--- src/rtl/mult_operand_feeder.sv ---
// Operand FIFO and sequencing front-end for a shift-add multiplier.
// Optional two's-complement operation is enabled by defining SIGNED_EN.
module mult_operand_feeder #(
  parameter int unsigned WIDTH = 8,
  parameter int unsigned DEPTH = 4
) (
  input  logic                         clock,
  input  logic                         feedreset,
  input  logic                         in_valid,
  output logic                         in_ready,
  input  logic [WIDTH-1:0]             in_a,
  input  logic [WIDTH-1:0]             in_b,
  output logic [WIDTH-1:0]             mult_m,
  output logic [WIDTH-1:0]             mult_q,
  output logic                         mult_start,
  input  logic                         mult_ready,
  input  logic [2*WIDTH-1:0]           mult_product,
  output logic                         out_valid,
  input  logic                         out_ready,
  output logic [2*WIDTH-1:0]           out_product,
  output logic                         busy,
  output logic [$clog2(DEPTH+1)-1:0]   fifo_count
);

  localparam int unsigned PW = (DEPTH > 1) ? $clog2(DEPTH) : 1;
  localparam int unsigned CW = $clog2(DEPTH + 1);

  typedef enum logic [1:0] {
    StIdle,
    StIssue,
    StArm,
    StWait
  } state_t;

  logic [WIDTH-1:0]   r_mem_a [DEPTH];
  logic [WIDTH-1:0]   r_mem_b [DEPTH];
  logic [PW-1:0]      r_wr_ptr;
  logic [PW-1:0]      r_rd_ptr;
  logic [CW-1:0]      r_count;

  state_t             r_state;
  logic [WIDTH-1:0]   r_mult_m;
  logic [WIDTH-1:0]   r_mult_q;
  logic               r_start;
  logic               r_busy;
  logic               r_out_valid;
  logic [2*WIDTH-1:0] r_out_product;

  logic               w_full;
  logic               w_empty;
  logic               w_push;
  logic               w_pop;
  logic               w_capture;
  logic [WIDTH-1:0]   w_head_a;
  logic [WIDTH-1:0]   w_head_b;
  logic [WIDTH-1:0]   w_op_m;
  logic [WIDTH-1:0]   w_op_q;
  logic [2*WIDTH-1:0] w_result;

  assign w_full    = (r_count == CW'(DEPTH));
  assign w_empty   = (r_count == '0);
  // Full stays full for the whole cycle: a concurrent pop never opens a slot.
  assign w_push    = in_valid && !w_full;
  assign w_pop     = (r_state == StIdle) && !w_empty;
  assign w_capture = (r_state == StWait) && mult_ready && (!r_out_valid || out_ready);
  assign w_head_a  = r_mem_a[r_rd_ptr];
  assign w_head_b  = r_mem_b[r_rd_ptr];

`ifdef SIGNED_EN
  logic r_neg;

  // Magnitude in WIDTH bits; the most negative value maps onto 2^(WIDTH-1).
  assign w_op_m   = w_head_a[WIDTH-1] ? (~w_head_a + WIDTH'(1)) : w_head_a;
  assign w_op_q   = w_head_b[WIDTH-1] ? (~w_head_b + WIDTH'(1)) : w_head_b;
  assign w_result = r_neg ? (~mult_product + (2*WIDTH)'(1)) : mult_product;

  always_ff @(posedge clock or posedge feedreset) begin
    if (feedreset) begin
      r_neg <= 1'b0;
    end else if (w_pop) begin
      r_neg <= w_head_a[WIDTH-1] ^ w_head_b[WIDTH-1];
    end
  end
`else
  assign w_op_m   = w_head_a;
  assign w_op_q   = w_head_b;
  assign w_result = mult_product;
`endif

  always_ff @(posedge clock) begin
    if (w_push) begin
      r_mem_a[r_wr_ptr] <= in_a;
      r_mem_b[r_wr_ptr] <= in_b;
    end
  end

  always_ff @(posedge clock or posedge feedreset) begin
    if (feedreset) begin
      r_wr_ptr <= '0;
      r_rd_ptr <= '0;
      r_count  <= '0;
    end else begin
      if (w_push) begin
        r_wr_ptr <= r_wr_ptr + PW'(1);
      end
      if (w_pop) begin
        r_rd_ptr <= r_rd_ptr + PW'(1);
      end
      case ({w_push, w_pop})
        2'b10:   r_count <= r_count + CW'(1);
        2'b01:   r_count <= r_count - CW'(1);
        default: r_count <= r_count;
      endcase
    end
  end

  always_ff @(posedge clock or posedge feedreset) begin
    if (feedreset) begin
      r_state       <= StIdle;
      r_mult_m      <= '0;
      r_mult_q      <= '0;
      r_start       <= 1'b0;
      r_busy        <= 1'b0;
      r_out_valid   <= 1'b0;
      r_out_product <= '0;
    end else begin
      r_start <= 1'b0;
      if (r_out_valid && out_ready) begin
        r_out_valid <= 1'b0;
      end
      case (r_state)
        StIdle: begin
          if (w_pop) begin
            r_mult_m <= w_op_m;
            r_mult_q <= w_op_q;
            r_start  <= 1'b1;
            r_busy   <= 1'b1;
            r_state  <= StIssue;
          end
        end
        StIssue: r_state <= StArm;
        // mult_ready may still be high from the previous run here.
        StArm:   r_state <= StWait;
        StWait: begin
          if (w_capture) begin
            r_out_product <= w_result;
            r_out_valid   <= 1'b1;
            r_busy        <= 1'b0;
            r_state       <= StIdle;
          end
        end
        default: r_state <= StIdle;
      endcase
    end
  end

  assign in_ready    = !w_full;
  assign mult_m      = r_mult_m;
  assign mult_q      = r_mult_q;
  assign mult_start  = r_start;
  assign out_valid   = r_out_valid;
  assign out_product = r_out_product;
  assign busy        = r_busy;
  assign fifo_count  = r_count;

endmodule

--- config.mk ---
export PLATFORM = sky130hd
export DESIGN_NAME = mult_operand_feeder
export DESIGN_NICKNAME = d
export VERILOG_FILES = /design/src/rtl/mult_operand_feeder.sv
export SDC_FILE = /design/constraint.sdc
export NUM_CORES = 1
export LEC_CHECK = 0
export ABC_AREA = 1
export BUFFER_PORTS_ARGS = -buffer_cell sky130_fd_sc_hd__buf_2
export CAP_MARGIN = 20
export CORE_ASPECT_RATIO = 1.4
export CORE_UTILIZATION = 51
export DETAILED_ROUTE_END_ITERATION = 16
export MAX_ROUTING_LAYER = met4
export PLACE_DENSITY = 0.78
export SYNTH_ARGS = -nofsm -noshare
export SYNTH_HDL_FRONTEND = slang
export SYNTH_SLANG_ARGS = --single-unit
--- constraint.sdc ---
create_clock -name clock -period 2.1 [get_ports clock]
set_input_delay 0 -clock clock [delete_from_list [all_inputs] [get_ports clock]]
set_output_delay 0 -clock clock [all_outputs]
set_load 0.01 [all_outputs]
Word level (Yosys, flattened, before mapping) --
Memories as Yosys holds them, arrays and structs flattened. A register that Yosys moved wholly into a read port is not among the register bits. Index checks and enable logic that the tools add are counted.
Storage, ports and cells: register bits 28, logic and storage cells 53, memory bits (writable) 64, memories 2, output and inout port bits 39
Cells by class: reduce and logical (&&, ||, !) cells 17, add/subtract/negate cells 4, mux-type cells 14, eq/ne operators 8
Memory list:
- r_mem_a | depth 4, width 8, read ports 1, clocked after memory_dff 1, wr ports 1, RTL line 35 | logic [WIDTH-1:0] r_mem_a [DEPTH];
- r_mem_b | depth 4, width 8, read ports 1, clocked after memory_dff 1, wr ports 1, RTL line 36 | logic [WIDTH-1:0] r_mem_b [DEPTH];
Operators by type and width (count):
- 1-bit 2-to-1 mux | 9
- 2-bit one-hot mux with 4 select lines | 1
- 2-bit == test (second input constant) | 3
- 3-bit one-hot mux with 2 select lines | 1
- 2-bit AND reduction | 3
- 1-bit logical AND | 5
- 2-bit by 1-bit adder with 2-bit output (second input constant) | 2
- 2-bit by 1-bit == test with 1-bit output (second input constant) | 2
- 2-bit 2-to-1 mux | 2
- 2-bit != test (second input constant) | 2
- 2-bit nonzero test | 2
- 3-bit by 1-bit adder with 3-bit output (second input constant) | 1
- 3-bit == test (second input constant) | 1
- 1-bit zero test | 3
- 3-bit zero test | 1
- 3-bit AND reduction | 1
- 3-bit by 1-bit subtractor with 3-bit output (second input constant) | 1
- 2-bit zero test | 1
- 1-bit one-hot mux with 2 select lines | 1
- 1-bit logical OR | 1

Logic depth before layout (Yosys ltp) --
Gate-level depths: netlist of run 1.
depth after elaboration 5, mapped depth 12

Worst setup path after synthesis of run 1 --
No wires, ideal clock.
path kind register -> register, start register r_state[0], end register r_count[2] (netlist: fifo_count[2]), slack 152 ps, period minus slack after synthesis 1948 ps, arrival time 1825 ps, data required time 1977 ps, cell stages (with the launch flop) 12, path through dfrtp_1 inv_1 ha_1 nand2_2 inv_2 buf_6 ha_1 inv_1 fa_1 nand2_1 nand3b_1 xor2_1
On the way: word-level cells in the longest chain between the ends 4, elaborated cells between the ends (all ways) 6, those cells by class 2 x eq/ne; 1 x mux; 3 x reduce/logical
Ends and longest elaborated chain:
- start, declared | RTL line 41 | state_t r_state;
- start signal, assigned | RTL line 119 | r_state <= StIdle;
- start signal, assigned | RTL line 138 | r_state <= StIssue;
- start signal, assigned | RTL line 141 | StIssue: r_state <= StArm;
- 2-bit zero test * | RTL line 64 | assign w_pop = (r_state == StIdle) && !w_empty;
- 1-bit logical AND * | RTL line 64
- via w_pop | RTL line 52 | logic w_pop;
- 2-bit by 1-bit == test with 1-bit output / 2-bit == test (equally long branches) | RTL line 109 | case ({w_push, w_pop})
- 3-bit one-hot mux with 2 select lines / 2-bit nonzero test (equally long branches)
- end signal, assigned | RTL line 110 | 2'b10: r_count <= r_count + CW'(1);
- end signal, assigned | RTL line 111 | 2'b01: r_count <= r_count - CW'(1);
- end signal, assigned | RTL line 112 | default: r_count <= r_count;
- end, declared | RTL line 39 | logic [CW-1:0] r_count;
Mark *: on every way through the listed nets, which the timed path passes. The rest lies on a longest branch. A chain may end at the register's enable or synchronous reset.

Worst setup path in the final report of run 1 --
start register r_count[0] (netlist: fifo_count[0]), end register r_count[2] (netlist: fifo_count[2])
On the way: word-level cells in the longest chain between the ends 5, elaborated cells between the ends (all ways) 12, those cells by class 2 x add/sub; 3 x eq/ne; 1 x mux; 6 x reduce/logical
Ends and longest elaborated chain (RTL line):
- 3-bit == test / 3-bit zero test (equally long branches) | 60, 61
- 1-bit zero test (on tied branches) | 63, 64
- 1-bit logical AND (on tied branches) | 63, 64
- 2-bit by 1-bit == test with 1-bit output / 2-bit == test (equally long branches) | 109
- 3-bit one-hot mux with 2 select lines / 2-bit nonzero test (equally long branches)
Several ways; a longest one is shown, not always the timed one.

==> flow_metrics.tcl, run 1 <==
set metrics [dict create \
    clock_skew_ns 0.00630 \
    seqCellArea_um2 3020 \
    rsz0062_at_grt "no" \
    final_cell_mix "nand2_1, inv_1, buf_2" \
    gp_congestion 0.772 \
    drive_gt1_share_pct 19.0 \
    whs_ns 0.193 \
    hpwlAfterDp_um 6060 \
    cts_resized 0 \
    viasPerCell 4.95 \
    synth_area_um2 4640 \
    cts_hold_buffers 35 \
    drc 0 \
    io_pins 76 \
    crit_required_ns 2.34 \
    synth_top_area_share_pct 41.4 \
    numCtsBuffers 9 \
    cp_max_fo 7 \
    fin_setup_tns_ns 0 \
    dpl.cell_count 644 \
    grt_max_degree 34 \
    grt_pass1_wl_um 16200 \
    final_cells 696 \
    wire_per_inst_um 14.4 \
    row_count 40 \
    fin_nets 631 \
    synthToLayoutAreaGrowth_pct 23.6 \
    max_slew.worst_pin.slew_ns 0.845 \
    period_minus_slack_ns 1.92 \
    grt_usage_pct 24.4 \
    finalSetupViolCount 0 \
    start_util_pct 53.3 \
    fin_crit_sh_pct 91.6 \
    cts_setup_buffers 0 \
    dpl_cell_area_um2 5110 \
    syn_nets 515 \
    final_max_slew_viol_count 0 \
    first_pass_iters 4 \
    hp-start "out_ready" \
    antenna_found_initial 0 \
    clk_pin_slew_worst_paths_ns 0.07 \
    layout_commonest_cell "nand2_1" \
    p_leak_nw 2.92 \
    max-cap-violations 0 \
    die_height_um 115 \
    h-tree-depth 3 \
    cp.arrival_ns 2.16 \
    dieWidth_um 82.6 \
    clock-root-buffer "clkbuf_16" \
    dp_slack_ns 0.199 \
    clk_latency_ns 0.35 \
    totalWireLength_um 9990 \
    hold_viol 0 \
    io_buffer_count 75 \
    clock_sinks 108 \
    critPathLaunch "fifo_count[0]" \
    final_core_utilization_pct 65.9 \
    peakVddDrop_v 0.000819 \
    avgSynthCellArea_um2 9.90 \
    p_per_area_nw_per_um2 1370 \
    fmax_mhz 520 \
    fillerInstances 688 \
    fin_ws_ns 0.177 \
    num_vias 3442 \
    multiInputGateArea_um2 1180 \
    criticalPathCategory "register to register" \
    synth.area.top_cells "edfxtp_1, dfrtp_1, nand2_1" \
    coreArea_um2 8710 \
    r2r_start "fifo_count[0]" \
    synth_cell_type_count 20 \
    cts_max_path_buffers 2 \
    status "complete, no violations" \
    ys_warn_count 0 \
    yosysTopAreaCell "edfxtp_1" \
    netlist_instances 469 \
    dieArea_um2 9490 \
    relSlewSlack_pct 43.3 \
    first_global_vias 3544 \
    r2r_slack_ns 0.18 \
    postRouteAntennaNets 0 \
    synth_seq_cells 108 \
    worst_setup_path_end_kind "register" \
    p_total_mw 7.83 \
    cp-start-kind "register" \
    tritoncts "done" \
    final_area_um2 5740 \
    globalRouteOverflowTotal 0 \
    ys_seq_area_share_pct 65.1 \
    min_path_type "input pin to register" \
    drt_iter0_drc 272 \
]
[critical path, cell delays in order (launching register included)]
cell	delay [ns]
dfrtp_1	0.43
nor2_2	0.14
nand2_1	0.12
nand2_2	0.16
ha_1	0.20
inv_1	0.07
fa_1	0.37
nand2_1	0.08
nand3b_1	0.09
xor2_1	0.15
[synth_stat cells]
master	count
nand2_1	181
buf_2	6
xor2_1	3
buf_6	2
nor2_2	1
nand2_2	4
xnor2_1	2
inv_2	4
inv_1	80
or2_2	1
fa_1	1
nor2_1	4
nand3_1	53
o21ai_0	2
dfrtp_1	44
ha_1	8
buf_12	1
buf_4	7
nand3b_1	1
edfxtp_1	64
[where the power goes]
part           internal, mW  switching [mW]  total (mW)
combinational          1.07            1.96        3.03
clock                 0.807           0.761        1.57
sequential             2.95           0.291        3.24
[state kept, by name, indices dropped and copies added (netlist names)]
register / count
r_mem_a: 32
r_mem_b: 32
out_product: 16
mult_m: 8
mult_q: 8
fifo_count: 3
r_rd_ptr: 2
r_state: 2
r_wr_ptr: 2
busy: 1
mult_start: 1
out_valid: 1
[final timing paths]
path,end,depth (start not counted)
hold / removal,out_valid,4
max in group asynchronous,out_product[13],4
setup / recovery,fifo_count[2],9
setup reg to reg,fifo_count[2],9
hold reg to reg,out_product[4],2
min in group asynchronous,mult_m[6],3
[per-layer routing]
layer	up-vias	GRT usage (%)	routed length, um
li1	1675	-	-
met1	1660	26.4	3900
met2	80	42.3	5490
met3	27	3.17	305
met4	0	13.1	294
met5	-	-	0
[layout make-up]
type | instances | share of cell area, %
flip-flops and latches | 108 | 52.7
multi-input cells | 261 | 20.5
repair buffers | 121 | 14.1
inverters | 84 | 5.50
clock buffers | 9 | 3.93
well taps | 105 | 2.29
clock inverters | 7 | 0.894
diodes | 1 | 0.0436
[kinds of logic (layout without fill, tap and decap cells)]
group | after synthesis | after routing | synth area share (%)
AO/OA/AOI/OAI | 2 | 2 | 0.216
XOR/XNOR | 5 | 5 | 0.944
adder cells (fa/ha/maj) | 9 | 9 | 2.59
buffers and inverters | 100 | 221 | 9.49
flip-flops | 108 | 108 | 65.1
other | 0 | 1 | 0
AND/OR/NAND/NOR | 245 | 245 | 21.6
Power figures use the tool's default switching activity.
==> inputs of run 2 (changes only) <==
--- a/config.mk
+++ b/config.mk
@@ -10,4 +10,5 @@
 export CAP_MARGIN = 20
 export CORE_ASPECT_RATIO = 1.4
+export CORE_MARGIN = 5
 export CORE_UTILIZATION = 51
 export DETAILED_ROUTE_END_ITERATION = 16
==> constraint.sdc (replaced) <==
create_clock -name clock -period 1.5 [get_ports clock]
set_input_delay 0 -clock clock [delete_from_list [all_inputs] [get_ports clock]]
set_output_delay 0 -clock clock [all_outputs]
set_load 0.1 [all_outputs]
==> run 2 against run 1 <==
  * The run now ends with setup timing left
  * Critical path depth unchanged
  * Fmax grew 6.8%
  * Die area grew 17%
  * Critical path type unchanged
==> flow_metrics.tcl, run 2 (synthesis gave the netlist of run 1 again) <==
set metrics [dict create \
    relSlewSlack_pct 65.5 \
    violations "setup timing" \
    layout_commonest_cell "nand2_1" \
    clock_skew_ns 0.00881 \
    fin_nets 654 \
    min_path_type "input pin to register" \
    grt.met1_usage_pct 21.3 \
    first_global_vias 3708 \
    hold_viol 0 \
    cp.arrival_ns 2.03 \
    fillerInstances 625 \
    numCtsBuffers 9 \
    wire_per_inst_um 14.7 \
    grt_pass1_wl_um 17100 \
    row_count 41 \
    dieArea_um2 11100 \
    die_height_um 123 \
    grt_use_met2_pct 35.5 \
    rsz0062_at_grt "yes" \
    crit_required_ns 1.73 \
    h-tree-depth 3 \
    num_vias 3532 \
    cts_max_path_buffers 2 \
    io_pins 76 \
    final_max_slew_viol_count 0 \
    viasPerCell 4.91 \
    tritoncts "done" \
    cp_max_fo 3 \
    clock_sinks 108 \
    drive_gt1_share_pct 24.8 \
    fin_setup_tns_ns -0.536 \
    grt_max_degree 34 \
    busiest_layer "met2" \
    globalRouteOverflowTotal 0 \
    fmax_mhz 556 \
    grt_usage_pct 20.4 \
    n_antenna_cell 0 \
    dp_slack_ns -0.288 \
    status "finished, violations left" \
    clk_latency_ns 0.34 \
    drc 0 \
    hpwlAfterDp_um 6870 \
    dieWidth_um 90.6 \
    gp_congestion 0.825 \
    io_buffer_count 75 \
    period_minus_slack_ns 1.80 \
    fin_ws_ns -0.300 \
    final_cell_mix "nand2_1, inv_1, buf_2" \
    globalRouteMet3Util_pct 3.31 \
    max-cap-violations 0 \
    worst_setup_path_end_kind "register" \
    antenna_found_initial 0 \
    cp-start-kind "register" \
    criticalPathCategory "register to register" \
    coreArea_um2 8980 \
    synthToLayoutAreaGrowth_pct 30.2 \
    drt_iter0_drc 207 \
    totalWireLength_um 10600 \
    finalSetupViolCount 2 \
    clock-root-buffer "clkbuf_16" \
    fin_crit_sh_pct 120 \
    clk_pin_slew_worst_paths_ns 0.07 \
    start_util_pct 51.7 \
    postRouteAntennaNets 0 \
    first_pass_iters 4 \
    max_slew.worst_pin.slew_ns 0.522 \
]
-- run 2: cell types whose count changed in the layout (fill, tap and decap cells not counted), moves of 3 or more --
| cell | change |
|---|---|
| buf_4 | +22 |
| dfrtp_4 | +3 |
| clkinvlp_4 | -4 |
| inv_2 | +3 |
| nor2_2 | +3 |
| nand2_1 | -3 |
| nor2_1 | -4 |
| dfrtp_1 | -4 |
-- run 2: layout make-up --
class | count | area [um2] | area share (%)
Timing Repair Buffer | 144 | 1000 | 16.5
Clock buffer | 10 | 229 | 3.79
Sequential cell | 108 | 3040 | 50.2
Inverter | 84 | 315 | 5.22
Tap cell | 107 | 134 | 2.22
Clock inverter | 6 | 73.8 | 1.22
Multi-Input combinational cell | 261 | 1250 | 20.8
-- run 2: critical path, cell delays in order (launching register included) --
cell and delay [ns]:
dfrtp_4 0.49, nor2_4 0.21, nand2_8 0.08, nand2_8 0.08, ha_4 0.13, inv_2 0.04
fa_2 0.34, nand2_1 0.06, nand3b_1 0.09, xor2_1 0.17
-- run 2: metal layers --
layer | wire length, um | share of wire (%)
met5 | 0 | 0
met1 | 3860 | 36
met3 | 390 | 3.7
met2 | 5850 | 55
met4 | 507 | 4.8
-- run 2: final timing paths --
path	start	slack, ns	depth (start not counted)	end
max	fifo_count[0]	-0.30	9	fifo_count[2]
min	out_ready	0.19	5	out_valid
max reg2reg	fifo_count[0]	-0.30	9	fifo_count[2]
min reg2reg	out_product[1]	0.47	2	out_product[1]
max in group asynchronous	feedreset	0.97	4	out_valid
min in group asynchronous	feedreset	0.24	4	fifo_count[0]
-- run 2: per-stage QoR --
step / utilization (%) / cell area [um2] / std cells / hold slack [ns]
5_1_grt: 67.3 / 6040 / 720 / 0.219
2_1_floorplan: - / 4710 / 469 / 0.0989
3_5_place_dp: 59.5 / 5340 / 665 / 0.0601
4_1_cts: 67.1 / 6020 / 720 / 0.148
6_report: 67.3 / 6040 / 720 / 0.189
3_3_place_gp: 59.5 / 5340 / 665 / 0.0525
-- run 2: timing repair --
item                       in CTS  in global routing
setup endpoints to repair       2                 90
hold buffers                   35                  0
resized for setup               3                  5
pin swaps                      10                  3
hold endpoints to repair      126                  0
setup buffers                   4                  1
Power of run 2 is not shown: default switching activity piles up to over one toggle a cycle in this logic, so the estimate is an artifact.
